$ cat config.mk
export PLATFORM = sky130hd
export DESIGN_NAME = uart_transmitter
export DESIGN_NICKNAME = d
export VERILOG_FILES = /design/src/rtl/uart_transmitter.sv
export SDC_FILE = /design/constraint.sdc
export NUM_CORES = 1
export LEC_CHECK = 0
export ABC_AREA = 1
export ABC_CLOCK_PERIOD_IN_PS = 2470
export CAP_MARGIN = 20
export CORE_MARGIN = 8
export CORE_UTILIZATION = 52
export CTS_CLUSTER_DIAMETER = 60
export DETAILED_ROUTE_END_ITERATION = 12
export PLACE_DENSITY_LB_ADDON = 0.1
export SLEW_MARGIN = 20
export SYNTH_ARGS = -nofsm -noshare
export SYNTH_HDL_FRONTEND = slang
export SYNTH_SLANG_ARGS = --single-unit
export TNS_END_PERCENT = 100
$ cat constraint.sdc
create_clock -name clk -period 2.47 [get_ports clk]
set_clock_uncertainty 0.15 [all_clocks]
set_input_delay 0.6175 -clock clk [delete_from_list [all_inputs] [get_ports clk]]
set_output_delay 0.6175 -clock clk [all_outputs]
set_load 0.05 [all_outputs]
$ cat src/rtl/uart_transmitter.sv
// -----------------------------------------------------------------------------
// uart_transmitter
//
// Serial transmit stage of the UART link. Bytes arrive over a valid/ready
// handshake into a one-entry holding register and are serialised LSB first
// into an asynchronous frame on txd. Because the holding register can be
// refilled while a frame is shifting, consecutive frames leave with no idle
// gap between them.
//
// Optional feature macro: UART_TX_PARITY_EN
//   defined     -> 11-bit frame: start, d0..d7, even parity, stop
//   not defined -> 10-bit frame: start, d0..d7, stop
//
// Ports
//   clk      in   1  system clock, rising edge
//   rst      in   1  synchronous active-high reset
//   n        in   4  clock cycles per bit. Sampled at frame start. 0 acts as 1
//   data     in   8  byte to transmit
//   valid    in   1  data is valid
//   ready    out  1  holding register empty (registered)
//   txd      out  1  serial line, idles high
//   busy     out  1  a frame is being shifted out
//   tx_done  out  1  one-cycle pulse on the last cycle of the stop bit
// -----------------------------------------------------------------------------
module uart_transmitter (
    input  logic       clk,
    input  logic       rst,
    input  logic [3:0] n,
    input  logic [7:0] data,
    input  logic       valid,
    output logic       ready,
    output logic       txd,
    output logic       busy,
    output logic       tx_done
);

    typedef enum logic [2:0] {
        ST_IDLE,
        ST_START,
        ST_DATA,
`ifdef UART_TX_PARITY_EN
        ST_PARITY,
`endif
        ST_STOP
    } state_t;

    state_t     state_reg,     state_next;
    logic [7:0] hold_reg,      hold_next;
    logic       hold_full_reg, hold_full_next;
    logic       ready_reg,     ready_next;
    logic [7:0] shift_reg,     shift_next;
    logic [3:0] bit_len_reg,   bit_len_next;
    logic [3:0] cnt_reg,       cnt_next;
    logic [2:0] bit_idx_reg,   bit_idx_next;
`ifdef UART_TX_PARITY_EN
    logic       parity_reg,    parity_next;
`endif

    // Last clock cycle of the current bit period.
    logic bit_last;
    // Holding register moves into the shifter on this edge.
    logic load;
    logic accept;

    assign bit_last = (cnt_reg == (bit_len_reg - 4'd1));
    assign accept   = valid && ready_reg;

    // ------------------------------------------------------------------
    // Next-state logic
    // ------------------------------------------------------------------
    always_comb begin
        state_next     = state_reg;
        hold_next      = hold_reg;
        hold_full_next = hold_full_reg;
        shift_next     = shift_reg;
        bit_len_next   = bit_len_reg;
        cnt_next       = cnt_reg;
        bit_idx_next   = bit_idx_reg;
`ifdef UART_TX_PARITY_EN
        parity_next    = parity_reg;
`endif
        load           = 1'b0;

        case (state_reg)
            ST_IDLE: begin
                if (hold_full_reg) begin
                    load = 1'b1;
                end
            end

            ST_START: begin
                if (bit_last) begin
                    cnt_next   = 4'd0;
                    state_next = ST_DATA;
                end else begin
                    cnt_next = cnt_reg + 4'd1;
                end
            end

            ST_DATA: begin
                if (bit_last) begin
                    cnt_next   = 4'd0;
                    shift_next = {1'b0, shift_reg[7:1]};
                    if (bit_idx_reg == 3'd7) begin
                        bit_idx_next = 3'd0;
`ifdef UART_TX_PARITY_EN
                        state_next   = ST_PARITY;
`else
                        state_next   = ST_STOP;
`endif
                    end else begin
                        bit_idx_next = bit_idx_reg + 3'd1;
                    end
                end else begin
                    cnt_next = cnt_reg + 4'd1;
                end
            end

`ifdef UART_TX_PARITY_EN
            ST_PARITY: begin
                if (bit_last) begin
                    cnt_next   = 4'd0;
                    state_next = ST_STOP;
                end else begin
                    cnt_next = cnt_reg + 4'd1;
                end
            end
`endif

            ST_STOP: begin
                if (bit_last) begin
                    cnt_next = 4'd0;
                    // A queued byte starts immediately, giving back-to-back frames.
                    if (hold_full_reg) begin
                        load = 1'b1;
                    end else begin
                        state_next = ST_IDLE;
                    end
                end else begin
                    cnt_next = cnt_reg + 4'd1;
                end
            end

            default: begin
                state_next = ST_IDLE;
            end
        endcase

        if (load) begin
            state_next     = ST_START;
            shift_next     = hold_reg;
            bit_len_next   = (n == 4'd0) ? 4'd1 : n;
            cnt_next       = 4'd0;
            bit_idx_next   = 3'd0;
            hold_full_next = 1'b0;
`ifdef UART_TX_PARITY_EN
            parity_next    = ^hold_reg;
`endif
        end

        // accept only happens with the holding register empty, so it can
        // never coincide with load (which needs it full).
        if (accept) begin
            hold_next      = data;
            hold_full_next = 1'b1;
        end

        ready_next = !hold_full_next;
    end

    // ------------------------------------------------------------------
    // State registers
    // ------------------------------------------------------------------
    always_ff @(posedge clk) begin
        if (rst) begin
            state_reg     <= ST_IDLE;
            hold_reg      <= 8'd0;
            hold_full_reg <= 1'b0;
            ready_reg     <= 1'b1;
            shift_reg     <= 8'd0;
            bit_len_reg   <= 4'd0;
            cnt_reg       <= 4'd0;
            bit_idx_reg   <= 3'd0;
`ifdef UART_TX_PARITY_EN
            parity_reg    <= 1'b0;
`endif
        end else begin
            state_reg     <= state_next;
            hold_reg      <= hold_next;
            hold_full_reg <= hold_full_next;
            ready_reg     <= ready_next;
            shift_reg     <= shift_next;
            bit_len_reg   <= bit_len_next;
            cnt_reg       <= cnt_next;
            bit_idx_reg   <= bit_idx_next;
`ifdef UART_TX_PARITY_EN
            parity_reg    <= parity_next;
`endif
        end
    end

    // ------------------------------------------------------------------
    // Outputs: decoded from registered state only
    // ------------------------------------------------------------------
    always_comb begin
        txd = 1'b1;
        case (state_reg)
            ST_START:  txd = 1'b0;
            ST_DATA:   txd = shift_reg[0];
`ifdef UART_TX_PARITY_EN
            ST_PARITY: txd = parity_reg;
`endif
            default:   txd = 1'b1;
        endcase
    end

    assign ready   = ready_reg;
    assign busy    = (state_reg != ST_IDLE);
    assign tx_done = (state_reg == ST_STOP) && bit_last;

endmodule

=== Word-level counts from Yosys, hierarchy flattened ===
Cells that the tools add are included.

* Add/subtract/negate cells: 3
* Bitwise operators: 1
* Reductions and logical operators: 14
* Muxes and demuxes: 19
* Equality and inequality tests: 16

{| class="wikitable"
|+ Operator list
! kind !! count
|-
| $mux W8 || 3
|-
| $mux W3 || 6
|-
| $ne A3 B3 Y1 const B || 5
|-
| $ne A2 B2 Y1 const B || 6
|-
| $pmux W3 S4 || 1
|-
| $reduce_and A6 Y1 || 2
|-
| $mux W4 || 2
|-
| $eq A3 B2 Y1 const B || 2
|-
| $mux W1 || 5
|-
| $add A4 B1 Y4 const B || 1
|-
| $eq A4 B4 Y1 || 1
|-
| $logic_not A4 Y1 || 1
|-
| $pmux W1 S2 || 2
|-
| $reduce_and A2 Y1 || 2
|-
| $reduce_bool A2 Y1 || 2
|-
| $sub A4 B1 Y4 const B || 1
|-
| $add A3 B1 Y3 const B || 1
|-
| $eq A3 B1 Y1 const B || 1
|-
| $eq A3 B3 Y1 const B || 1
|-
| $logic_not A3 Y1 || 1
|-
| $reduce_bool A3 Y1 || 1
|-
| $reduce_or A3 Y1 || 1
|-
| $logic_and A1 B1 Y1 || 2
|-
| $reduce_or A2 Y1 || 1
|-
| 2 further kinds || 2
|}

* Flip-flop bits (word level): 32
* Word-level logic and storage cells: 62

=== Depth between registers and ports, before layout ===
Gate-level depths: netlist (run 1).

* Depth after elaboration: 7
* Gate-level depth with buffers: 15
* Depth with buffers taken out: 15

=== Least setup slack after synthesis (run 1) ===
No wires, ideal clock.

* Kind: register -> output
* Start: register bit_len_reg[0]
* End: output port tx_done
* Setup slack: 0.232 ns
* Arrival time: 1.471 ns
* Stages on the path, launching flop included: 10
* Cell sequence: dfxtp_1 > inv_1 > ha_1 > nand2_1 > inv_1 > nor2_1 > nand2_1 > nor2_4 > nand3_2 > inv_1

* Cells in the longest elaborated chain, start to end: 3

{| class="wikitable"
|+ Ends and longest elaborated chain
! item !! RTL line !! source
|-
| from (decl) || 52 || <nowiki>logic [3:0] bit_len_reg, bit_len_next;</nowiki>
|-
| from (signal assigned) || 193 || <nowiki>bit_len_reg <= bit_len_next;</nowiki>
|-
| $sub A4 B1 Y4 || 65 || <nowiki>assign bit_last = (cnt_reg == (bit_len_reg - 4'd1));</nowiki>
|-
| $eq A4 B4 Y1 || 65 ||
|-
| $logic_and A1 B1 Y1 || 219 || <nowiki>assign tx_done = (state_reg == ST_STOP) && bit_last;</nowiki>
|-
| to (decl) || 34 || <nowiki>output logic tx_done</nowiki>
|}

Every way passes these cells.

=== Worst setup path after layout (run 1) ===
Ends and elaborated chain as after synthesis.

==> results of run 1 <==
Yosys cell counts, types with 2 or more instances:
| cell | instances |
|---|---|
| o21ai_0 | 12 |
| a21oi_1 | 19 |
| nand3_1 | 22 |
| clkbuf_1 | 3 |
| o21ai_1 | 2 |
| ha_1 | 8 |
| a21oi_2 | 2 |
| xor2_1 | 3 |
| nor2_1 | 25 |
| inv_1 | 26 |
| nand2_1 | 51 |
| buf_4 | 2 |
| dfxtp_1 | 31 |
| nand2_2 | 2 |
power groups by stage:
stage | clock network (W) | registers [W] | logic [W]
after floorplan | 0 | 0.000575 | 0.000202
after detailed placement | 0 | 0.000575 | 0.000287
after CTS | 0.000294 | 0.000563 | 0.000291
after global routing | 0.000313 | 0.000570 | 0.000332
after global placement | 0 | 0.000573 | 0.000279
final | 0.000284 | 0.000565 | 0.000298
metrics by stage:
step                      instance area [um2]  setup TNS, ps  utilization [%]
after global placement                   1790              0             60.5
after CTS                                1860              0             63.1
after floorplan                          1550              0                -
after global routing                     1890           -114             63.9
final                                    1890              0             63.9
after detailed placement                 1790              0             60.5
placed cells by master (no fill, tap or decap), drive strengths merged, types with 8 or more instances in the layout:
master         instances
inv                   26
buf                   11
a21oi                 21
dfxtp                 31
o21ai                 14
clkdlybuf4s50         15
nand2                 53
ha                     8
nor2                  26
nand3                 23
path summary, 6_finish.rpt:
| kind | startpoint | endpoint | slack, ps | cells past startpoint |
|---|---|---|---|---|
| max reg2reg | bit_len_reg[0] | shift_reg[2] | 240 | 15 |
| min reg2reg | hold_reg[5] | hold_reg[5] | 310 | 2 |
| min | hold_reg[5] | hold_reg[5] | 310 | 2 |
| max | bit_len_reg[0] | tx_done | 0.8 | 10 |
final cells by class:
cell class / count / area, um2 / share of cell area [%]
tap: 33 / 41.3 / 2.19
sequential: 31 / 623 / 33.0
inverter: 27 / 101 / 5.37
timing repair buffer: 26 / 270 / 14.3
clock inverter: 3 / 15.0 / 0.796
clock buffer: 5 / 37.5 / 1.99
multi-input combinational: 154 / 798 / 42.3
routing by layer:
layer  share of wire (%)  track usage (%)
met3                 3.7             4.66
met2                  49             24.0
met4                 1.8             6.93
met5                   0                0
met1                  45             13.7
worst min-delay path, delay by kind of cell, from the launching register on:
| family | cells | cell delay (ps) |
|---|---|---|
| AO/OA/AOI/OAI | 1 | 60 |
| flip-flops | 1 | 310 |
| buffers and inverters | 1 | 60 |
cell families (layout without fill, tap and decap cells):
logic type / count (synthesis) / count (layout) / synth area share, %
compound gates: 37 / 37 / 13.1
xor+xnor: 3 / 3 / 1.69
fa+ha+maj: 8 / 8 / 6.45
buf+inv: 35 / 61 / 9.51
flops: 31 / 31 / 40.0
simple gates: 106 / 106 / 29.3
timing repair:
item	4_1_cts	5_1_grt
pin swaps	2	3
endpoints found under the setup margin	1	2
gates resized for setup	2	5
setup buffers	3	1
==> impl_results.md, run 1 <==
* Outcome: finished clean
* # IOs at 19
* CP Capture Type: primary output
* Synth top area cells: dfxtp_1, nand2_1, nand3_1, ha_1, inv_1
* Arrival @ worst endpoint at 1700 ps
* Critical Path Source Type: flip-flop
* Synth unique cells at 26
* Final Non-Filler Cells at 279
* NetSw at between 0.0003 and 0.0004 W
* Slowest stage cell, crit path: dfxtp_2
* Wirelength, routed at 3.20 mm
* Crit-path max FO at 2
* # placed instances at 267
* Gpl congestion at 0.794
* Leak Pwr at 0.841 nW
* Pre-CTS setup slack at 195 ps
* Hold Slack at between 300 and 400 ps
* Clk pwr share at 24.8%
* Layout cell share with drive strength beyond 1 at 13.8%
* Drt wl/cell at 11.5 um
* RSZ-0062 raised after global routing: true
* Final Worst Setup Slack at around 0.81 ps
* Die area at 4990 um2
* Overall Power at 0.00115 W
* HPWL Detailed at 2.38 mm
* Share of the synthesized area in the top cell type at between 40% and 50%
* Hold_buf cts at 0
* Fin crit share at 100%
* I/O Buffers at 18
* Routed vias/inst at approximately 5.1
* Post-synth EDFFs at 0
* CP Buf/Inv Count at 4
* Combinational share of power at 26.0%
* Delay-heaviest family, CP: simple AND/OR/NAND/NOR gates
* CTS Buf Count at 5
* Part of the power in registers at 49.2%
* Sequential cell area fraction in the yosys report at about two fifths
* Sw Ratio at 32.8%
* Worst-path cell chain: inv_2 > ha_4 > nand2_1 > inv_1 > nor2_1 > nand2_1 > nor2_4 > nand3_2 > inv_2 > buf_12
* Largest net degree at the start of global routing at 24
* Largest area contributor in the netlist: dfxtp_1
* Clock sinks at 31
* Starting density of the core at between 50% and 60%
* FF+latch count, synth at 31
* Power density over the cells at 608 nW/um2
* Diodes inserted at 0
* CP Class: reg2out
* Crit path largest cell delay at ~350 ps
* Net count after synthesis at 243
* Vias in the first global route at 1,352
* Slew margin rel. at 67.1%
* Total number of vias at 1,419
* Asr flop ratio synth at 0%
* Peak Freq at around 400 MHz
* Worst-Skew Late Latency at approximately 330 ps
* CTS tree: yes
* Worst-margin pin slew at 492 ps
* Clock Tree Buf Depth at 2
* Antenna Nets Post-Route at 0
* Grt total ovfl at 0
* Final Hold Fails at 0
* Number of antenna violations at the first check in global routing at 0
* Drt first pass iters at 4
* Core footprint at 2950 um2
* Row Count at 20
* Class of the worst hold path: reg2reg
* VDD IR-drop max at 352 uV
* Root Buffer: clkbuf_4
* Critical Path RT at 1700 ps
* # fillers at 287
* DRC at 0
* First-pass GRT wire length at 5.54 mm
* Max-cap violations at 0
* H-tree depth at 2
* NumNets Final at roughly 270
* Initial DRC count at 94
* Synth warnings at 0
* Gr usage total at 13.5%
* Syn avg cell area at 7.05 um2
* Tmin final at 2470 ps
* Synth Flop Type: dfxtp_1
* Cell Int Power at 0.000771 W
* Synthesized area at 1550 um2
* Die W at approximately 70 um
* Area grow syn2layout at 21.6%
* Worst-path clk slew at roughly 100 ps
* Post-synthesis cell count at between 200 and 250
* Die H at 70.6 um
* Endpoints failing setup at 0
* Pins Over Slew Limit at 0
No activity file was read; power rests on OpenSTA's default activity.
==> run 2: changes to the inputs <==
--- a/config.mk
+++ b/config.mk
@@ -6,7 +6,6 @@
 export NUM_CORES = 1
 export LEC_CHECK = 0
 export ABC_AREA = 1
-export ABC_CLOCK_PERIOD_IN_PS = 2470
 export CAP_MARGIN = 20
 export CORE_MARGIN = 8
 export CORE_UTILIZATION = 52
==> results of run 2 <==
The final DEF is identical to that of run 1; final timing and power are the same.
==> run 3: changes to the inputs <==
--- a/config.mk
+++ b/config.mk
@@ -11,9 +11,8 @@
 export CORE_UTILIZATION = 52
 export CTS_CLUSTER_DIAMETER = 60
 export DETAILED_ROUTE_END_ITERATION = 12
+export GPL_ROUTABILITY_DRIVEN = 1
 export PLACE_DENSITY_LB_ADDON = 0.1
-export SLEW_MARGIN = 20
 export SYNTH_ARGS = -nofsm -noshare
 export SYNTH_HDL_FRONTEND = slang
 export SYNTH_SLANG_ARGS = --single-unit
-export TNS_END_PERCENT = 100
==> results of run 3 <==
The final DEF is identical to that of run 1; final timing and power are the same.
